<file path="config.mk">
export PLATFORM = sky130hd
export DESIGN_NAME = cnnip_mem_arbiter
export DESIGN_NICKNAME = d
export VERILOG_FILES = /design/src/rtl/cnnip_mem_arbiter.sv
export SDC_FILE = /design/constraint.sdc
export NUM_CORES = 1
export LEC_CHECK = 0
export CORE_AREA = 2 2 144 146
export DETAILED_ROUTE_END_ITERATION = 8
export DIE_AREA = 0 0 146 148
export PLACE_DENSITY_LB_ADDON = 0.05
export SYNTH_ARGS = -nofsm -noshare
export SYNTH_HDL_FRONTEND = slang
export SYNTH_SLANG_ARGS = --single-unit
</file>
<file path="constraint.sdc">
create_clock -name clk -period 2.8 [get_ports clk]
set_input_delay 0.28 -clock clk [delete_from_list [all_inputs] [get_ports clk]]
set_output_delay 0.28 -clock clk [all_outputs]
set_load 0.01 [all_outputs]
</file>
<file path="src/rtl/cnnip_mem_arbiter.sv">
// rtl/cnnip_mem_arbiter.sv - round-robin arbiter for the shared CNN-IP memory port with in-order read tag FIFO
// Optional grant lock enabled by defining CNNIP_ARB_LOCK_EN.
module cnnip_mem_arbiter #(
  parameter int NUM_REQ    = 4,
  parameter int ADDR_WIDTH = 20,
  parameter int DATA_WIDTH = 32,
  parameter int MAX_OUT    = 4,
  localparam int WEW       = ((DATA_WIDTH - 1) >> 3) + 1
) (
  input  logic                           clk,
  input  logic                           rstn,
  input  logic [NUM_REQ-1:0]             req_en,
  input  logic [NUM_REQ*WEW-1:0]         req_we,
  input  logic [NUM_REQ*ADDR_WIDTH-1:0]  req_addr,
  input  logic [NUM_REQ*DATA_WIDTH-1:0]  req_din,
  input  logic [NUM_REQ-1:0]             req_lock,
  output logic [NUM_REQ-1:0]             req_gnt,
  output logic [DATA_WIDTH-1:0]          rsp_dout,
  output logic [NUM_REQ-1:0]             rsp_valid,
  output logic                           mem_en,
  output logic [WEW-1:0]                 mem_we,
  output logic [ADDR_WIDTH-1:0]          mem_addr,
  output logic [DATA_WIDTH-1:0]          mem_din,
  input  logic [DATA_WIDTH-1:0]          mem_dout,
  input  logic                           mem_valid,
  output logic                           err_unexp_valid
);

  localparam int TW = (NUM_REQ > 1) ? $clog2(NUM_REQ) : 1;
  localparam int PW = (MAX_OUT > 1) ? $clog2(MAX_OUT) : 1;
  localparam int CW = $clog2(MAX_OUT + 1);
  localparam logic [CW-1:0]      CNT_MAX  = CW'(MAX_OUT);
  localparam logic [TW-1:0]      LAST_RST = TW'(NUM_REQ - 1);
  localparam logic [TW:0]        NUM_W    = (TW+1)'(NUM_REQ);
  localparam logic [NUM_REQ-1:0] ONE      = NUM_REQ'(1);

  logic [TW-1:0]      last_gnt;
  logic [TW-1:0]      sel;
  logic               found;
  logic               acc;
  logic               push;
  logic               pop;
  logic               not_full;
  logic               lock_active;
  logic [NUM_REQ-1:0] is_rd;
  logic [NUM_REQ-1:0] elig;
  logic [CW-1:0]      cnt;
  logic [PW-1:0]      wr_ptr;
  logic [PW-1:0]      rd_ptr;
  logic [TW-1:0]      tag_mem [MAX_OUT];

  // Full check uses the registered count only; a same-cycle pop does not free a slot.
  assign not_full = (cnt < CNT_MAX);

  always_comb begin
    for (int i = 0; i < NUM_REQ; i++) begin
      is_rd[i] = (req_we[i*WEW +: WEW] == '0);
      elig[i]  = req_en[i] & (~is_rd[i] | not_full);
    end
  end

`ifdef CNNIP_ARB_LOCK_EN
  logic lock_vld;

  assign lock_active = lock_vld & req_en[last_gnt] & req_lock[last_gnt];

  // Lock stays armed while the holder is blocked so nobody else slips in.
  always_ff @(posedge clk or negedge rstn) begin
    if (!rstn) begin
      lock_vld <= 1'b0;
    end else begin
      lock_vld <= acc | lock_active;
    end
  end
`else
  logic unused_lock;

  assign lock_active = 1'b0;
  assign unused_lock = ^req_lock;
`endif

  always_comb begin
    logic [TW:0] sum;
    found = 1'b0;
    sel   = last_gnt;
    sum   = '0;
    for (int k = 1; k <= NUM_REQ; k++) begin
      sum = {1'b0, last_gnt} + (TW+1)'(k);
      if (sum >= NUM_W) begin
        sum = sum - NUM_W;
      end
      if (!found && elig[sum[TW-1:0]]) begin
        found = 1'b1;
        sel   = sum[TW-1:0];
      end
    end
    if (lock_active) begin
      found = elig[last_gnt];
      sel   = last_gnt;
    end
    req_gnt = found ? (ONE << sel) : '0;
  end

  assign acc  = found;
  assign push = acc & is_rd[sel];
  assign pop  = mem_valid & (cnt != '0);

  always_ff @(posedge clk or negedge rstn) begin
    if (!rstn) begin
      mem_en   <= 1'b0;
      mem_we   <= '0;
      mem_addr <= '0;
      mem_din  <= '0;
      last_gnt <= LAST_RST;
    end else if (acc) begin
      mem_en   <= 1'b1;
      mem_we   <= req_we[sel*WEW +: WEW];
      mem_addr <= req_addr[sel*ADDR_WIDTH +: ADDR_WIDTH];
      mem_din  <= req_din[sel*DATA_WIDTH +: DATA_WIDTH];
      last_gnt <= sel;
    end else begin
      mem_en   <= 1'b0;
      mem_we   <= '0;
    end
  end

  always_ff @(posedge clk or negedge rstn) begin
    if (!rstn) begin
      cnt             <= '0;
      wr_ptr          <= '0;
      rd_ptr          <= '0;
      err_unexp_valid <= 1'b0;
    end else begin
      case ({push, pop})
        2'b10:   cnt <= cnt + 1'b1;
        2'b01:   cnt <= cnt - 1'b1;
        default: cnt <= cnt;
      endcase
      if (push) begin
        wr_ptr <= wr_ptr + 1'b1;
      end
      if (pop) begin
        rd_ptr <= rd_ptr + 1'b1;
      end
      if (mem_valid && (cnt == '0)) begin
        err_unexp_valid <= 1'b1;
      end
    end
  end

  always_ff @(posedge clk) begin
    if (push) begin
      tag_mem[wr_ptr] <= sel;
    end
  end

  assign rsp_valid = pop ? (ONE << tag_mem[rd_ptr]) : '0;
  assign rsp_dout  = mem_dout;

endmodule

</file>
# After elaboration in Yosys (flattened, before gate mapping)
# Memories as Yosys holds them, arrays and structs flattened.
# Index checks and enable logic that the tools add are counted.
# W data, S select, Z words.
word_totals:
  regBits: 67
  ramBits: 8
  latchBits: 0
  memories: 1
  out_inout_bits: 98
  rom_bits: 0
op_classes:
  div_mod_pow: 0
  eq_ne: 2
  mul: 1
  n_reduce_logical: 14
  bitwise: 14
  add_sub_neg: 12
  n_shift: 5
  muxes: 29
  magnitude_cmp: 10
memory_table:
  columns: ["name", "words", "width", "rd", "rd_clocked_by_memory_dff", "wr", "line", "text"]
  rows:
  - ["tag_mem", 4, 2, 1, 0, 1, "50", "logic [TW-1:0] tag_mem [MAX_OUT];"]
op_table:
  columns: ["operator", "count"]
  rows:
  - ["$shiftx A128 B8 Y32", 1]
  - ["$shiftx A80 B8 Y20", 1]
  - ["$logic_not A4 Y1", 4]
  - ["$mux W2", 8]
  - ["$shiftx A16 B5 Y4", 1]
  - ["$lt A2 B3 Y1 const B", 5]
  - ["$ge A3 B3 Y1 const B", 4]
  - ["$mux W1", 12]
  - ["$mux W4", 3]
  - ["$bmux W1 S2", 5]
  - ["$shl A1 B2 Y4 const A", 2]
  - ["$sub A2 B1 Y2 const B", 4]
  - ["$add A2 B2 Y3 const B", 2]
  - ["$and A1 B1 Y1", 6]
  - ["$pmux W3 S2", 1]
  - ["$mul A2 B3 Y5 const B", 1]
  - ["$add A2 B1 Y2 const B", 2]
  - ["$logic_and A1 B1 Y1", 4]
  - ["$not A1 Y1", 4]
  - ["$or A1 B1 Y1", 4]
  - ["$add A2 B1 Y3 const B", 1]
  - ["$add A2 B3 Y3 const B", 1]
  - ["$add A3 B1 Y3 const B", 1]
  - ["$logic_not A1 Y1", 3]
  - ["7 further kinds", 7]

# Logic depth before layout (Yosys ltp)
logic_depth:
  ltp_word: 21
  depth_mapped: 14
  depth_no_buf: 13

# Worst setup path after synthesis
# OpenSTA, ideal clock, no wires.
synth_timing:
  path_type: "input-to-reg"
  startpoint: "input port req_we[12]"
  endpoint: "register cnt[2]"
  setup_ps: 82
  required_time_ps: 2718
  path_buffers: 1
  path_slack_ps: -179
  arrival_ps: 2898
  cell_stages: 14
  cell_sequence: "or4_4 o21a_1 o211a_1 a221o_1 buf_4 mux2i_1 o211a_4 inv_1 ha_1 inv_1 fa_1 xor2_1 nor2_1 xnor2_1"
synth_between:
  elab_chain_cells: 21
  word_cells_on_any_way: 33
  cone_classes: "eq/ne (2); mux (19); bitwise (4); reduce/logical (8)"
synth_lines:
  columns: ["item", "line", "text"]
  rows:
  - ["from (decl)", "13", "input logic [NUM_REQ*WEW-1:0] req_we,"]
  - ["$logic_not A4 Y1 (*)", "57", "is_rd[i] = (req_we[i*WEW +: WEW] == '0);"]
  - ["$not A1 Y1", "58", "elig[i] = req_en[i] & (~is_rd[i] | not_full);"]
  - ["$or A1 B1 Y1", "58", null]
  - ["$and A1 B1 Y1", "58", null]
  - ["$bmux W1 S2", "92", "if (!found && elig[sum[TW-1:0]]) begin"]
  - ["$mux W1 (not written as such)", "92", null]
  - ["$mux W1", "92", null]
  - ["$logic_not A1 Y1", "92", null]
  - ["[... 5 more ...]", null, null]
  - ["$logic_not A1 Y1", "92", null]
  - ["$logic_and A1 B1 Y1", "92", null]
  - ["$mux W2", "92", null]
  - ["$bmux W1 S2", "105", "assign push = acc & is_rd[sel];"]
  - ["$mux W1 (not written as such)", "105", null]
  - ["$and A1 B1 Y1 (*)", "105", null]
  - ["$eq A2 B1 Y1 / $eq A2 B2 Y1 (equally long branches)", "134", "case ({push, pop})"]
  - ["$pmux W3 S2 / $reduce_bool A2 Y1 (equally long branches)", null, null]
  - ["to (signal assigned)", "135", "2'b10: cnt <= cnt + 1'b1;"]
  - ["to (signal assigned)", "136", "2'b01: cnt <= cnt - 1'b1;"]
  - ["to (signal assigned)", "137", "default: cnt <= cnt;"]
  - ["to (decl)", "47", "logic [CW-1:0] cnt;"]
# Mark *: on every way between the ends. The rest lies on a longest branch, timed or not. The select of a mux whose other input is x is not followed.
# A chain may end at the register's enable or synchronous reset.

# Worst setup path after layout
# Ends and elaborated chain as after synthesis.

==> flow_metrics.env <==
export IMPL_timing_hold_ws_ns=0.03516
export IMPL_first_pass_iters=4
export IMPL_cts_tree="built"
export IMPL_ctsLongestPathBuffers=2
export IMPL_ir_worst_vdd_mv=0.4136
export IMPL_clk_latency_ns=0.34
export IMPL_drc=0
export IMPL_min_period_ns=2.738
export IMPL_grt_max_degree=68
export IMPL_syn_nets=793
export IMPL_cts_hold_buf=0
export IMPL_top_usage_layer="met2"
export IMPL_arrival_ns=2.99
export IMPL_antenna_found_initial=1
export IMPL_cp_slowest_cell="or4_4"
export IMPL_critPathKind="in -> reg"
export IMPL_io_buffers=296
export IMPL_syn_inst=520
export IMPL_drv_slew=0
export IMPL_synth_most_common_cell="nand2_1"
export IMPL_rsz0062_at_grt="true"
export IMPL_ys_ff_latch=75
export IMPL_path_max_fanout=2
export IMPL_finalPower_w=0.008037
export IMPL_core_mm2=0.02004
export IMPL_swShare=0.3774
export IMPL_seqPwrFrac=0.246
export IMPL_ys_seq_area_frac=0.3991
export IMPL_cp_cell_sequence="clkbuf_2, or4_4, o21a_1, o211a_1, a221o_2, mux2i_1, o211a_4, inv_4, ha_4, inv_2, fa_2, xor2_1, nor2_1, xnor2_1"
export IMPL_place_gp_congestion=0.8503
export IMPL_globalRouteMet2Util=0.3068
export IMPL_numCtsBuffers=9
export IMPL_synth_flop_cell="dfrtp_1"
export IMPL_multi_input_area_mm2=0.002552
export IMPL_syn_cell_area_mm2=0.004810
export IMPL_routed_via_density=4.692
export IMPL_fillers=1991
export IMPL_combPwrFrac=0.595
export IMPL_grt_use_met1=0.2069
export IMPL_drtIter0Drc=127
export IMPL_clkPwrFrac=0.158
export IMPL_yosysTopAreaCell="dfrtp_1"
export IMPL_rrSetupSlack_ns=0.10
export IMPL_end_kind="flop"
export IMPL_grt_pass1_vias=5310
export IMPL_start_util=0.2400
export IMPL_final_antenna_net_count=0
export IMPL_status="finished, final reports clean"
export IMPL_drive_above_1_share=0.2130
export IMPL_switchingPower_w=0.003033
export IMPL_synthTopCellsByCount="112 x nand2_1, 65 x dfrtp_1, 52 x a31oi_1, 52 x mux2_2, 52 x o22ai_1"
export IMPL_async_flop_share=0.8933
export IMPL_relSlewSlack=0.3980
export IMPL_num_rows=52
export IMPL_grt_first_pass_wirelength_um=29770
export IMPL_power_density_mw_per_mm2=919.2
export IMPL_netlist_top_cells_area="dfrtp_1 34%, mux2_2 12%, nand2_1 8.7%"
export IMPL_dpl_cell_area_mm2=0.008205
export IMPL_setup_violations_final=0
export IMPL_yosysTopAreaCellShare=0.3382
export IMPL_critPathLaunchType="input port"
export IMPL_synth_edff_count=8
export IMPL_dp_hpwl_um=14800
export IMPL_grt_ovfl_total=0
export IMPL_die_w_um=146
export IMPL_dieArea_mm2=0.02161
export IMPL_p_int_w=0.005004
export IMPL_clkTransAtPathRegs_ns=0.06
export IMPL_ys_warn_count=0
export IMPL_max_stage_delay_ns=0.54
export IMPL_hp_class="in -> async"
export IMPL_avgRoutedWirePerCell_um=17.69
export IMPL_cts_root_buffer="clkbuf_16"
export IMPL_synth_cell_type_count=49
export IMPL_design_area_mm2=0.008743
export IMPL_fin_skew_ns=0.01072
export IMPL_worst_pin_slew_ns=0.9031
export IMPL_fin_nets=1099
export IMPL_io_pins=365
export IMPL_clock_sinks=75
export IMPL_register_area_mm2=0.001921
export IMPL_fmax_mhz=365.2
export IMPL_fp_dieH_um=148
export IMPL_wirelength_um=19490
export IMPL_leakagePower_nw=3.520
export IMPL_gr_usage_all_layers=0.1751
export IMPL_synthToLayoutAreaGrowth_pct=81.79
export IMPL_h_tree_depth=3
export IMPL_grt_util_met3=0.05216
export IMPL_vias=5171
export IMPL_report_final_hold_viol_count=0
export IMPL_avgSynthCellArea_um2=9.249
export IMPL_maxCapViolations=0
export IMPL_required_ns=3.06
export IMPL_finalCritPeriodShare=0.9779
## power by group through the flow
stage               sequential (W)  clock, W  combinational (W)
floorplan                  0.00214         0            0.00231
global placement           0.00199         0            0.00472
detailed placement         0.00200         0            0.00476
CTS                        0.00199   0.00132            0.00481
global route               0.00206   0.00137            0.00522
finish                     0.00198   0.00127            0.00478
## flip-flops by register name, indices dropped and copies added (netlist names)
name / flops
last_gnt: 2
mem_we: 4
cnt: 3
wr_ptr: 2
err_unexp_valid: 1
tag_mem: 8
mem_din: 32
rd_ptr: 2
mem_addr: 20
mem_en: 1
## final cells by class
| type | instances | share of cell area |
|---|---|---|
| multi-input combinational | 366 | 0.2919 |
| clock buffer | 9 | 0.02576 |
| inverter | 11 | 0.005295 |
| tap | 270 | 0.03864 |
| sequential | 75 | 0.2197 |
| clock inverter | 7 | 0.01159 |
| antenna | 1 | 0.0002862 |
| timing repair buffer | 363 | 0.4068 |
## per-layer routing
| layer | share of wire | up-vias |
|---|---|---|
| met4 | 0.018 | 0 |
| li1 | - | 2496 |
| met1 | 0.40 | 2429 |
| met2 | 0.50 | 224 |
| met3 | 0.079 | 22 |
| met5 | 0 | - |
## cell usage in the layout, fill, tap and decap left out, drive strengths merged, types with 2 or more instances in the layout
cell type | synthesis | final
a31oi | 52 | 52
mux2 | 53 | 53
or4 | 4 | 4
xnor2 | 4 | 4
nand2 | 113 | 113
a211oi | 3 | 3
buf | 57 | 68
o22ai | 52 | 52
nor3 | 2 | 2
clkinvlp | 0 | 2
xor2 | 2 | 2
nand2b | 8 | 8
clkdlybuf4s15 | 0 | 3
bufinv | 0 | 2
dfstp | 2 | 2
nor2b | 3 | 3
o211ai | 3 | 3
clkbuf | 11 | 13
o21ai | 8 | 8
edfxtp | 8 | 8
and2 | 4 | 4
a21oi | 10 | 10
nor3b | 2 | 2
clkinv | 1 | 2
a221o | 7 | 7
mux2i | 2 | 2
nor2 | 10 | 10
mux4 | 2 | 2
ha | 5 | 5
o21a | 2 | 2
dlygate4sd2 | 0 | 7
dfrtp | 65 | 65
clkdlybuf4s50 | 0 | 276
o211a | 2 | 2
nand4 | 3 | 3
inv | 10 | 12
and3 | 3 | 3
dlymetal6s2s | 0 | 5
## repair_timing
action / in CTS / in global routing
setup endpoints to repair: 58 / 48
pin swaps: 15 / 21
resized for setup: 28 / 31
setup buffers: 8 / 7
## metrics by stage
| step | instances | utilization | setup TNS (ns) | worst slack, ns |
|---|---|---|---|---|
| 2_1_floorplan | 520 | - | -0.1843 | -0.1414 |
| 3_3_place_gp | 1070 | 0.4095 | -34.67 | -0.5934 |
| 3_5_place_dp | 1070 | 0.4095 | -36.28 | -0.6236 |
| 4_1_cts | 1094 | 0.4306 | 0 | 0.0004208 |
| 5_1_grt | 1102 | 0.4363 | -0.04787 | -0.04787 |
| 6_report | 1102 | 0.4363 | 0 | 0.06188 |
## worst max-delay path: cells and delay by family
kind	cells	cell delay [ns]
AO/OA/AOI/OAI	4	0.93
XOR/XNOR	2	0.29
adder cells (fa/ha/maj)	2	0.50
buffers and inverters	3	0.18
multiplexers	1	0.14
AND/OR/NAND/NOR	2	0.68
## cells by family after synthesis
group	after synthesis	synth area share
AO/OA/AOI/OAI	142	0.1980
XOR/XNOR	6	0.01093
adder cells (fa/ha/maj)	6	0.01717
buffers and inverters	79	0.09365
flip-flops	75	0.3991
multiplexers	57	0.1384
AND/OR/NAND/NOR	155	0.1428
## worst paths after layout
| kind | start | to | cells after the start |
|---|---|---|---|
| max | req_we[12] | cnt[2]$_DFFE_PN0P_ | 14 |
| min | rstn | mem_addr[13]$_DFFE_PN0P_ | 1 |
| max reg2reg | cnt[2]$_DFFE_PN0P_ | cnt[2]$_DFFE_PN0P_ | 13 |
| min reg2reg | err_unexp_valid$_DFFE_PN0P_ | err_unexp_valid$_DFFE_PN0P_ | 1 |
| max in group asynchronous | rstn | mem_addr[0]$_DFFE_PN0P_ | 1 |
| min in group clk | req_we[12] | mem_we[0]$_DFF_PN0_ | 2 |
No activity file was read; power rests on OpenSTA's default activity.
